--- src/rtl/noc_core_adapter.sv ---
`default_nettype none
// +-----------------------------------------------------------------------+
// | noc_core_adapter                                                      |
// | Core <-> mesh router local-port adapter: TX flit serializer, RX buffer|
// | Revision: 1.0                                                         |
// +-----------------------------------------------------------------------+
module noc_core_adapter #(
   parameter int FLIT_W  = 32,
   parameter int DATA_W  = 30,
   parameter int COORD_W = 2,
   parameter int LEN_W   = 4,
   parameter int MAX_LEN = 8
) (
   input  logic               clk,
   input  logic               rst_n,
   input  logic [COORD_W-1:0] node_x,
   input  logic [COORD_W-1:0] node_y,
   input  logic               tx_hdr_valid,
   output logic               tx_hdr_ready,
   input  logic [COORD_W-1:0] tx_dst_x,
   input  logic [COORD_W-1:0] tx_dst_y,
   input  logic [LEN_W-1:0]   tx_len,
   input  logic               tx_data_valid,
   output logic               tx_data_ready,
   input  logic [DATA_W-1:0]  tx_data,
   output logic [FLIT_W-1:0]  net_flit_out,
   input  logic               net_ready,
   input  logic [FLIT_W-1:0]  net_flit_in,
   output logic               net_accept,
   output logic               rx_valid,
   input  logic               rx_ready,
   output logic [DATA_W-1:0]  rx_data,
   output logic [COORD_W-1:0] rx_src_x,
   output logic [COORD_W-1:0] rx_src_y,
   output logic               rx_last,
   output logic               rx_err
);

   localparam int IDX_W     = (MAX_LEN > 1) ? $clog2(MAX_LEN) : 1;
   localparam int PTR_W     = $clog2(MAX_LEN + 1);
   localparam int CMP_W     = (LEN_W > PTR_W) ? LEN_W : PTR_W;
   localparam int PAD_W     = FLIT_W - 2 - 4*COORD_W - LEN_W;
   localparam int P_TOP     = FLIT_W - 3;
   localparam int SRC_Y_HI  = P_TOP - 2*COORD_W;
   localparam int SRC_X_HI  = P_TOP - 3*COORD_W;
   localparam int LEN_HI    = P_TOP - 4*COORD_W;

   localparam logic [1:0] FT_HEAD = 2'b01;
   localparam logic [1:0] FT_BODY = 2'b10;
   localparam logic [1:0] FT_TAIL = 2'b11;

   typedef enum logic [1:0] {T_IDLE = 2'd0, T_HEAD = 2'd1, T_DATA = 2'd2} tx_state_t;
   typedef enum logic [1:0] {R_IDLE = 2'd0, R_COLLECT = 2'd1, R_DELIVER = 2'd2} rx_state_t;

   // ---------------- TX path ----------------
   tx_state_t          tx_state_q;
   logic [COORD_W-1:0] tx_dst_x_q, tx_dst_y_q, tx_src_x_q, tx_src_y_q;
   logic [LEN_W-1:0]   tx_len_q, tx_cnt_q;
   logic [FLIT_W-1:0]  flit_out_q;
   logic               hdr_hs, data_hs, len_bad;

   assign tx_hdr_ready  = (tx_state_q == T_IDLE);
   assign tx_data_ready = (tx_state_q == T_DATA) && net_ready;
   assign net_flit_out  = flit_out_q;
   assign hdr_hs        = tx_hdr_valid && tx_hdr_ready;
   assign data_hs       = tx_data_valid && tx_data_ready;
   assign len_bad       = (tx_len == '0) || (tx_len > LEN_W'(MAX_LEN));

   // net_flit_out defaults to idle each cycle so every flit is a one-cycle pulse
   always_ff @(posedge clk) begin
      if (!rst_n) begin
         tx_state_q <= T_IDLE;
         flit_out_q <= '0;
         tx_cnt_q   <= '0;
         tx_len_q   <= '0;
         tx_dst_x_q <= '0;
         tx_dst_y_q <= '0;
         tx_src_x_q <= '0;
         tx_src_y_q <= '0;
      end else begin
         flit_out_q <= '0;
         case (tx_state_q)
            T_IDLE: begin
               if (hdr_hs && !len_bad) begin
                  tx_dst_x_q <= tx_dst_x;
                  tx_dst_y_q <= tx_dst_y;
                  tx_src_x_q <= node_x;
                  tx_src_y_q <= node_y;
                  tx_len_q   <= tx_len;
                  tx_cnt_q   <= '0;
                  tx_state_q <= T_HEAD;
               end
            end
            T_HEAD: begin
               if (net_ready) begin
                  flit_out_q <= {FT_HEAD, tx_dst_y_q, tx_dst_x_q, tx_src_y_q,
                                 tx_src_x_q, tx_len_q, {PAD_W{1'b0}}};
                  tx_state_q <= T_DATA;
               end
            end
            T_DATA: begin
               if (data_hs) begin
                  if (tx_cnt_q == tx_len_q - LEN_W'(1)) begin
                     flit_out_q <= {FT_TAIL, tx_data};
                     tx_state_q <= T_IDLE;
                  end else begin
                     flit_out_q <= {FT_BODY, tx_data};
                     tx_cnt_q   <= tx_cnt_q + LEN_W'(1);
                  end
               end
            end
            default: tx_state_q <= T_IDLE;
         endcase
      end
   end

   // ---------------- RX path ----------------
   rx_state_t          rx_state_q;
   logic [DATA_W-1:0]  buf_q [MAX_LEN];
   logic [PTR_W-1:0]   wptr_q, rptr_q, cnt_q;
   logic [LEN_W-1:0]   rx_len_q;
   logic [COORD_W-1:0] rx_src_x_q, rx_src_y_q;
   logic               err_q;
   logic [1:0]         in_type;
   logic               in_head, in_body, in_tail, room, wr_en, rx_hs;
   logic [PTR_W-1:0]   rx_rcv;

   assign in_type = net_flit_in[FLIT_W-1 -: 2];
   assign in_head = (in_type == FT_HEAD);
   assign in_body = (in_type == FT_BODY);
   assign in_tail = (in_type == FT_TAIL);
   assign room    = (wptr_q < PTR_W'(MAX_LEN));
   assign wr_en   = (rx_state_q == R_COLLECT) && (in_body || in_tail) && room;
   assign rx_rcv  = room ? (wptr_q + PTR_W'(1)) : wptr_q;
   assign rx_hs   = rx_valid && rx_ready;

   assign net_accept = (rx_state_q != R_DELIVER);
   assign rx_valid   = (rx_state_q == R_DELIVER);
   assign rx_data    = rx_valid ? buf_q[rptr_q[IDX_W-1:0]] : '0;
   assign rx_last    = (rptr_q == cnt_q - PTR_W'(1));
   assign rx_src_x   = rx_src_x_q;
   assign rx_src_y   = rx_src_y_q;
   assign rx_err     = err_q;

   always_ff @(posedge clk) begin
      if (wr_en) begin
         buf_q[wptr_q[IDX_W-1:0]] <= net_flit_in[DATA_W-1:0];
      end
   end

   always_ff @(posedge clk) begin
      if (!rst_n) begin
         rx_state_q <= R_IDLE;
         wptr_q     <= '0;
         rptr_q     <= '0;
         cnt_q      <= '0;
         rx_len_q   <= '0;
         rx_src_x_q <= '0;
         rx_src_y_q <= '0;
         err_q      <= 1'b0;
      end else begin
         // A rejected TX header is reported through the shared error flag
         if (hdr_hs && len_bad) begin
            err_q <= 1'b1;
         end
         case (rx_state_q)
            R_IDLE: begin
               if (in_head) begin
                  rx_src_x_q <= net_flit_in[SRC_X_HI -: COORD_W];
                  rx_src_y_q <= net_flit_in[SRC_Y_HI -: COORD_W];
                  rx_len_q   <= net_flit_in[LEN_HI -: LEN_W];
                  wptr_q     <= '0;
                  rx_state_q <= R_COLLECT;
               end else if (in_body || in_tail) begin
                  err_q <= 1'b1;
               end
            end
            R_COLLECT: begin
               if (in_head) begin
                  err_q      <= 1'b1;
                  rx_src_x_q <= net_flit_in[SRC_X_HI -: COORD_W];
                  rx_src_y_q <= net_flit_in[SRC_Y_HI -: COORD_W];
                  rx_len_q   <= net_flit_in[LEN_HI -: LEN_W];
                  wptr_q     <= '0;
               end else if (in_body) begin
                  if (room) begin
                     wptr_q <= wptr_q + PTR_W'(1);
                  end else begin
                     err_q <= 1'b1;
                  end
               end else if (in_tail) begin
                  if (!room || (CMP_W'(rx_rcv) != CMP_W'(rx_len_q))) begin
                     err_q <= 1'b1;
                  end
                  cnt_q      <= rx_rcv;
                  rptr_q     <= '0;
                  rx_state_q <= R_DELIVER;
               end
            end
            R_DELIVER: begin
               if (net_flit_in != '0) begin
                  err_q <= 1'b1;
               end
               if (rx_hs) begin
                  if (rx_last) begin
                     rptr_q     <= '0;
                     rx_state_q <= R_IDLE;
                  end else begin
                     rptr_q <= rptr_q + PTR_W'(1);
                  end
               end
            end
            default: rx_state_q <= R_IDLE;
         endcase
      end
   end

endmodule
`default_nettype wire
--- config.mk ---
export PLATFORM = sky130hd
export DESIGN_NAME = noc_core_adapter
export DESIGN_NICKNAME = d
export VERILOG_FILES = /design/src/rtl/noc_core_adapter.sv
export SDC_FILE = /design/constraint.sdc
export NUM_CORES = 1
export LEC_CHECK = 0
export ABC_CLOCK_PERIOD_IN_PS = 8570
export BUFFER_PORTS_ARGS = -buffer_cell sky130_fd_sc_hd__buf_2
export CORE_MARGIN = 4
export CORE_UTILIZATION = 62
export CTS_BUF_LIST = sky130_fd_sc_hd__clkbuf_16
export DETAILED_ROUTE_END_ITERATION = 6
export PLACE_DENSITY_LB_ADDON = 0.25
export SLEW_MARGIN = 40
export SYNTH_ARGS = -nofsm -noshare
export SYNTH_HDL_FRONTEND = slang
export SYNTH_SLANG_ARGS = --single-unit
--- constraint.sdc ---
create_clock -name clk -period 8.57 [get_ports clk]
set_input_delay 0.4285 -clock clk [delete_from_list [all_inputs] [get_ports clk]]
set_output_delay 0.4285 -clock clk [all_outputs]
set_load 0.01 [all_outputs]
# Word level (Yosys, flattened, before mapping)

Memories as Yosys holds them, arrays and structs flattened. A register that Yosys moved wholly into a read port is not among the register bits.
Index checks and enable logic that the tools add are counted.
W data, S select, Z words.

Output and inout port bits: 72
Memories: 1
Word-level logic and storage cells: 124
Memory bits (read-only): 0
Input bits: 80
Bits in latches: 0
Memory bits (writable): 240
Register bits: 73

Add/sub/neg operators: 5
Equality and inequality tests: 23
Mux-type cells: 46
Reductions and logical operators: 29
Div/mod/pow operators: 0
Order comparisons: 2
$mul: 0
Bitwise logic cells: 2
Shifts and indexed selects: 0

Memories:

| name  | depth | width | rd ports | clocked after memory_dff | wr ports | line | source |
|---|---|---|---|---|---|---|---|
| buf_q | 8     | 30    | 1        | 1                        | 1        | 119  | `logic [DATA_W-1:0] buf_q [MAX_LEN];` |

Operators by type and width:

| cell                  | number |
|---|---|
| $pmux W32 S2          | 1 |
| $mux W31              | 2 |
| $mux W4               | 12 |
| $mux W32              | 1 |
| $reduce_bool A32 Y1   | 1 |
| $mux W30              | 1 |
| $pmux W4 S2           | 3 |
| $mux W2               | 10 |
| $ne A2 B2 Y1 const B  | 8 |
| $add A4 B1 Y4 const B | 3 |
| $pmux W2 S3           | 2 |
| $reduce_and A4 Y1     | 3 |
| $mux W1               | 11 |
| $eq A2 B2 Y1 const B  | 4 |
| $eq A4 B4 Y1          | 2 |
| $logic_and A1 B1 Y1   | 8 |
| $ne A2 B1 Y1 const B  | 4 |
| $sub A4 B1 Y4 const B | 2 |
| $eq A2 B1 Y1 const B  | 3 |
| $mux W3               | 2 |
| $reduce_and A6 Y1     | 1 |
| $reduce_bool A2 Y1    | 3 |
| $reduce_and A5 Y1     | 1 |
| $gt A4 B4 Y1 const B  | 1 |
| other kinds (12)      | 18 |

# Longest topological paths before layout

Depth in word-level cells: 9
Mapped depth: 7
Depth with buffers taken out: 7

# Worst setup path before layout

OpenSTA, ideal clock, no wires.

Kind: register to register
Start: reg rx_state_q[0]
End: mem buf_q[1][0] (enable)
Required time: 8.115 ns
Setup time: 0.455 ns
Cell stages (with the launch flop): 6
Path buffers: 1
Data arrival time: 3.093 ns
Setup slack: 5.022 ns
Clock period less this slack: 3.548 ns
Cell sequence: dfxtp_1 -> buf_6 -> or2b_1 -> nor3_1 -> nand2_1 -> nor3_1

Cells in the longest elaborated chain, start to end: 5

Ends and longest elaborated chain:

| item                             | line | source |
|---|---|---|
| from (decl)                      | 118  | `rx_state_t rx_state_q;` |
| from (signal assigned)           | 153  | `rx_state_q <= R_IDLE;` |
| from (signal assigned)           | 173  | `rx_state_q <= R_COLLECT;` |
| from (signal assigned)           | 197  | `rx_state_q <= R_DELIVER;` |
| $eq A2 B1 Y1                     | 133  | `assign wr_en = (rx_state_q == R_COLLECT) && (in_body \|\| in_tail) && room;` |
| $logic_and A1 B1 Y1 (2 in a row) | 133  |  |
| $mux W1                          | 146  | `if (wr_en) begin` |
| $mux W1 (not written as such)    | 147  | `buf_q[wptr_q[IDX_W-1:0]] <= net_flit_in[DATA_W-1:0];` |
| to (decl)                        | 119  |  |

Every way passes these cells.

==> impl_results.md <==
* DRC Markers at 0
* Largest stage delay, worst path at just under 700 ps
* Antenna violations before repair at 1
* Die area at between 0.02 and 0.025 sq mm
* Ports at between 150 and 200
* Fin. max-slew vios at 0
* Fin crit period at 3410 ps
* Commonest cells in the netlist: 240 x edfxtp_1, 76 x dfxtp_1, 69 x nor2_1
* Layout cell share with drive strength beyond 1 at between 30 and 40%
* Area delta synth->final at 16.7%
* Synth cell types at 58
* Post-synth top flop: edfxtp_1
* CTS buffer count at 31
* Most common cell in the netlist: edfxtp_1
* Core area at between 0.015 and 0.02 sq mm
* Fmax at just under 300 MHz
* Top cell type by total area after synthesis: edfxtp_1
* CTS tree: built
* Setup tns final at 0 ps
* Area share of the largest cell type after synthesis at a little under 60%
* Worst Hold Class: in -> reg
* Tcrit/Tclk final at approximately two fifths
* Hold_buf cts at 0
* Crit path kind: reg -> out
* Vias/cell at 6.02
* Seq cells post-synth at between 300 and 400
* Global Route Usage Sum at between 20% and 30%
* Crit end category: primary output
* Leakage at approximately 5.1 nW
* Number of synthesis warnings at 0
* Placer congestion estimate at ~0.86
* Final WL at about 26 mm
* DR vias at between 7k and 8k
* Drt first pass iters at 5
* Postcts setup bufs at 0
* CTS clk-pin slew, worst paths at roughly 60 ps
* Clock skew at between 15 and 20 ps
* Post-Synth Adder-Cell Area at 1.31%
* Largest net degree at the start of global routing at 61
* RSZ-0062 raised after global routing: false
* Status: finished clean
* Final Hold Viols at 0
* Min Hold Slack at about 78 ps
* Port buffer count at 151
* Seq/Total Area, Yosys at a little over two thirds
* Xor/xnor cell area share of the yosys netlist at between 1 and 1.5%
* Initial DRC count at 573
* GRT overflow at 0
* Largest cells by area after synthesis: edfxtp_1 58%, dfxtp_1 12%, mux4_2 11%, mux2i_1 4.3%, nor2_1 2.1%
* CTS root buf: clkbuf_16
* Total power at roughly 0.0032 W
* Antenna fix cells at 0
* HPWL after DPL at between 15 and 20 mm
* First-pass GRT wire length at roughly 42 mm
* Syn_nets at 827
* Worst Setup Start Kind: register
* Average wire per standard cell at approximately 22 microns
* Die span in x at about 150 microns
* Slew @ Worst Pin at between 700 and 800 ps
* Worst Path Required at 8140 ps
* Mux cell area share after synthesis at 15.1%
* Ys async rst share at 0%
* Vias in the first global route at 7701
* CTS Sinks at roughly 320
* Maximum fanout along the worst path at 35
* Rel. slew slack at between 50% and 60%
* Initial Utilization at between 60% and 70%
* Simple-gate share of the synthesized area at approximately 6.3%
* H-tree Lvls at 1
* Post-synthesis compound-gate area fraction at under 10%
* Fill cells at between 1k and 1.5k
* Arr. time, crit path at slightly below 3000 ps
* PwrDens at 220 mW/mm^2
* Synthesized area at between 0.01 and 0.015 sq mm
* Syn Inst Count at 734
* FP Rows at roughly 50
* EDFF count, synth at 240
* Combinational family with the most area after synthesis: multiplexers
* # resized after CTS at 0
* Cell Chain, Critical Path: buf_4, mux4_2, mux2i_1, nor2_1, buf_2
* Layout Nets at 984
* Die extent in y at 150 microns
* Post-Syn Area per Cell at ~17 sq um
* # setup viols final at 0
* Max Cap Violations at 0
* Longest Clk Path Bufs at 3
* Worst vdd ir at approximately 0.00017 V
* Crit-path slowest cell: dfxtp_4
* Antenna Nets Post-Route at 0
* Worst-Skew Late Latency at 550 ps
power by group:
part	leakage, nW	internal, W	switching, W
combinational	1.85	0.0000823	0.000120
clock	0.498	0.000749	0.000563
sequential	2.78	0.00167	0.0000148
sequential cells by signal, indices dropped and copies added (netlist names), named ones only:
register      flops
buf_q           240
net_flit_out     32
cnt_q             4
rptr_q            4
rx_len_q          4
tx_cnt_q          4
tx_len_q          4
wptr_q            4
rx_src_x          2
rx_src_y          2
rx_state_q        2
tx_dst_x_q        2
tx_dst_y_q        2
tx_src_x_q        2
tx_src_y_q        2
tx_state_q        2
rx_err            1
cell families after synthesis:
family,after synthesis
DFF,316
and+or+nand+nor,154
xor gates and xnor gates,18
AOI/OAI and AO/OA,63
adders and majority gates,13
muxes,113
buffers and inverters,57
metrics by stage:
stage | setup slack (ps) | cell area [sq um] | cells | util (%)
floorplan | 5020 | 12500 | 734 | -
global placement | 5670 | 13500 | 1122 | 68.9
detailed placement | 5640 | 13500 | 1122 | 69.0
CTS | 5050 | 14500 | 1180 | 74.1
global route | 4880 | 14500 | 1181 | 74.2
finish | 5160 | 14500 | 1181 | 74.2
path summary, 6_finish.rpt:
kind                      endpoint  slack [ps]     startpoint  depth (start not counted)
hold reg to reg   net_flit_out[25]         490  tx_src_y_q[1]                          1
setup / recovery       rx_data[22]        5160       register                          5
hold / removal     net_flit_out[5]          80     tx_data[5]                          2
setup reg to reg      buf_q[4][29]        5920  rx_state_q[0]                          5
final cells by class:
| cell class | instances | area, sq um | area share [%] |
|---|---|---|---|
| clock buffers | 31 | 776 | 5.34 |
| clock inverters | 27 | 213 | 1.46 |
| inverters | 19 | 72.6 | 0.499 |
| multi-input cells | 361 | 3550 | 24.4 |
| flip-flops and latches | 316 | 8740 | 60.2 |
| well taps | 265 | 332 | 2.28 |
| repair buffers | 162 | 851 | 5.86 |
cell usage in the layout, fill, tap and decap left out, types with 4 or more instances in the layout:
cell and instances:
buf_2 151, and2_1 19, nor2_1 63, nor4_1 7
clkinv_1 9, o21ai_0 6, a22o_1 12, nor3_1 10
a211oi_1 4, nand2b_1 4, edfxtp_1 240, nand2_1 8
a21oi_1 14, nand4_1 4, inv_1 22, mux2i_1 53
xor2_1 6, ha_1 13, nand3_1 6, buf_4 10
clkbuf_16 31, dfxtp_1 73, clkinv_2 7, mux4_2 60
xnor2_1 10, nor2_2 6
worst max-delay path, delay by kind of cell (launching register included):
family        cells  cell delay [ps]
flops             1              690
buf+inv           2              840
simple gates      1               60
mux               2              820
routing by layer:
metal	GRT usage [%]	up-vias	share of wire [%]
met3	4.78	52	8.6
met5	0	-	0.049
li1	-	3163	-
met2	41.2	325	50
met1	32.4	3562	39
met4	5.86	2	2.2
Note: power is estimated with default switching activity, not from simulation.
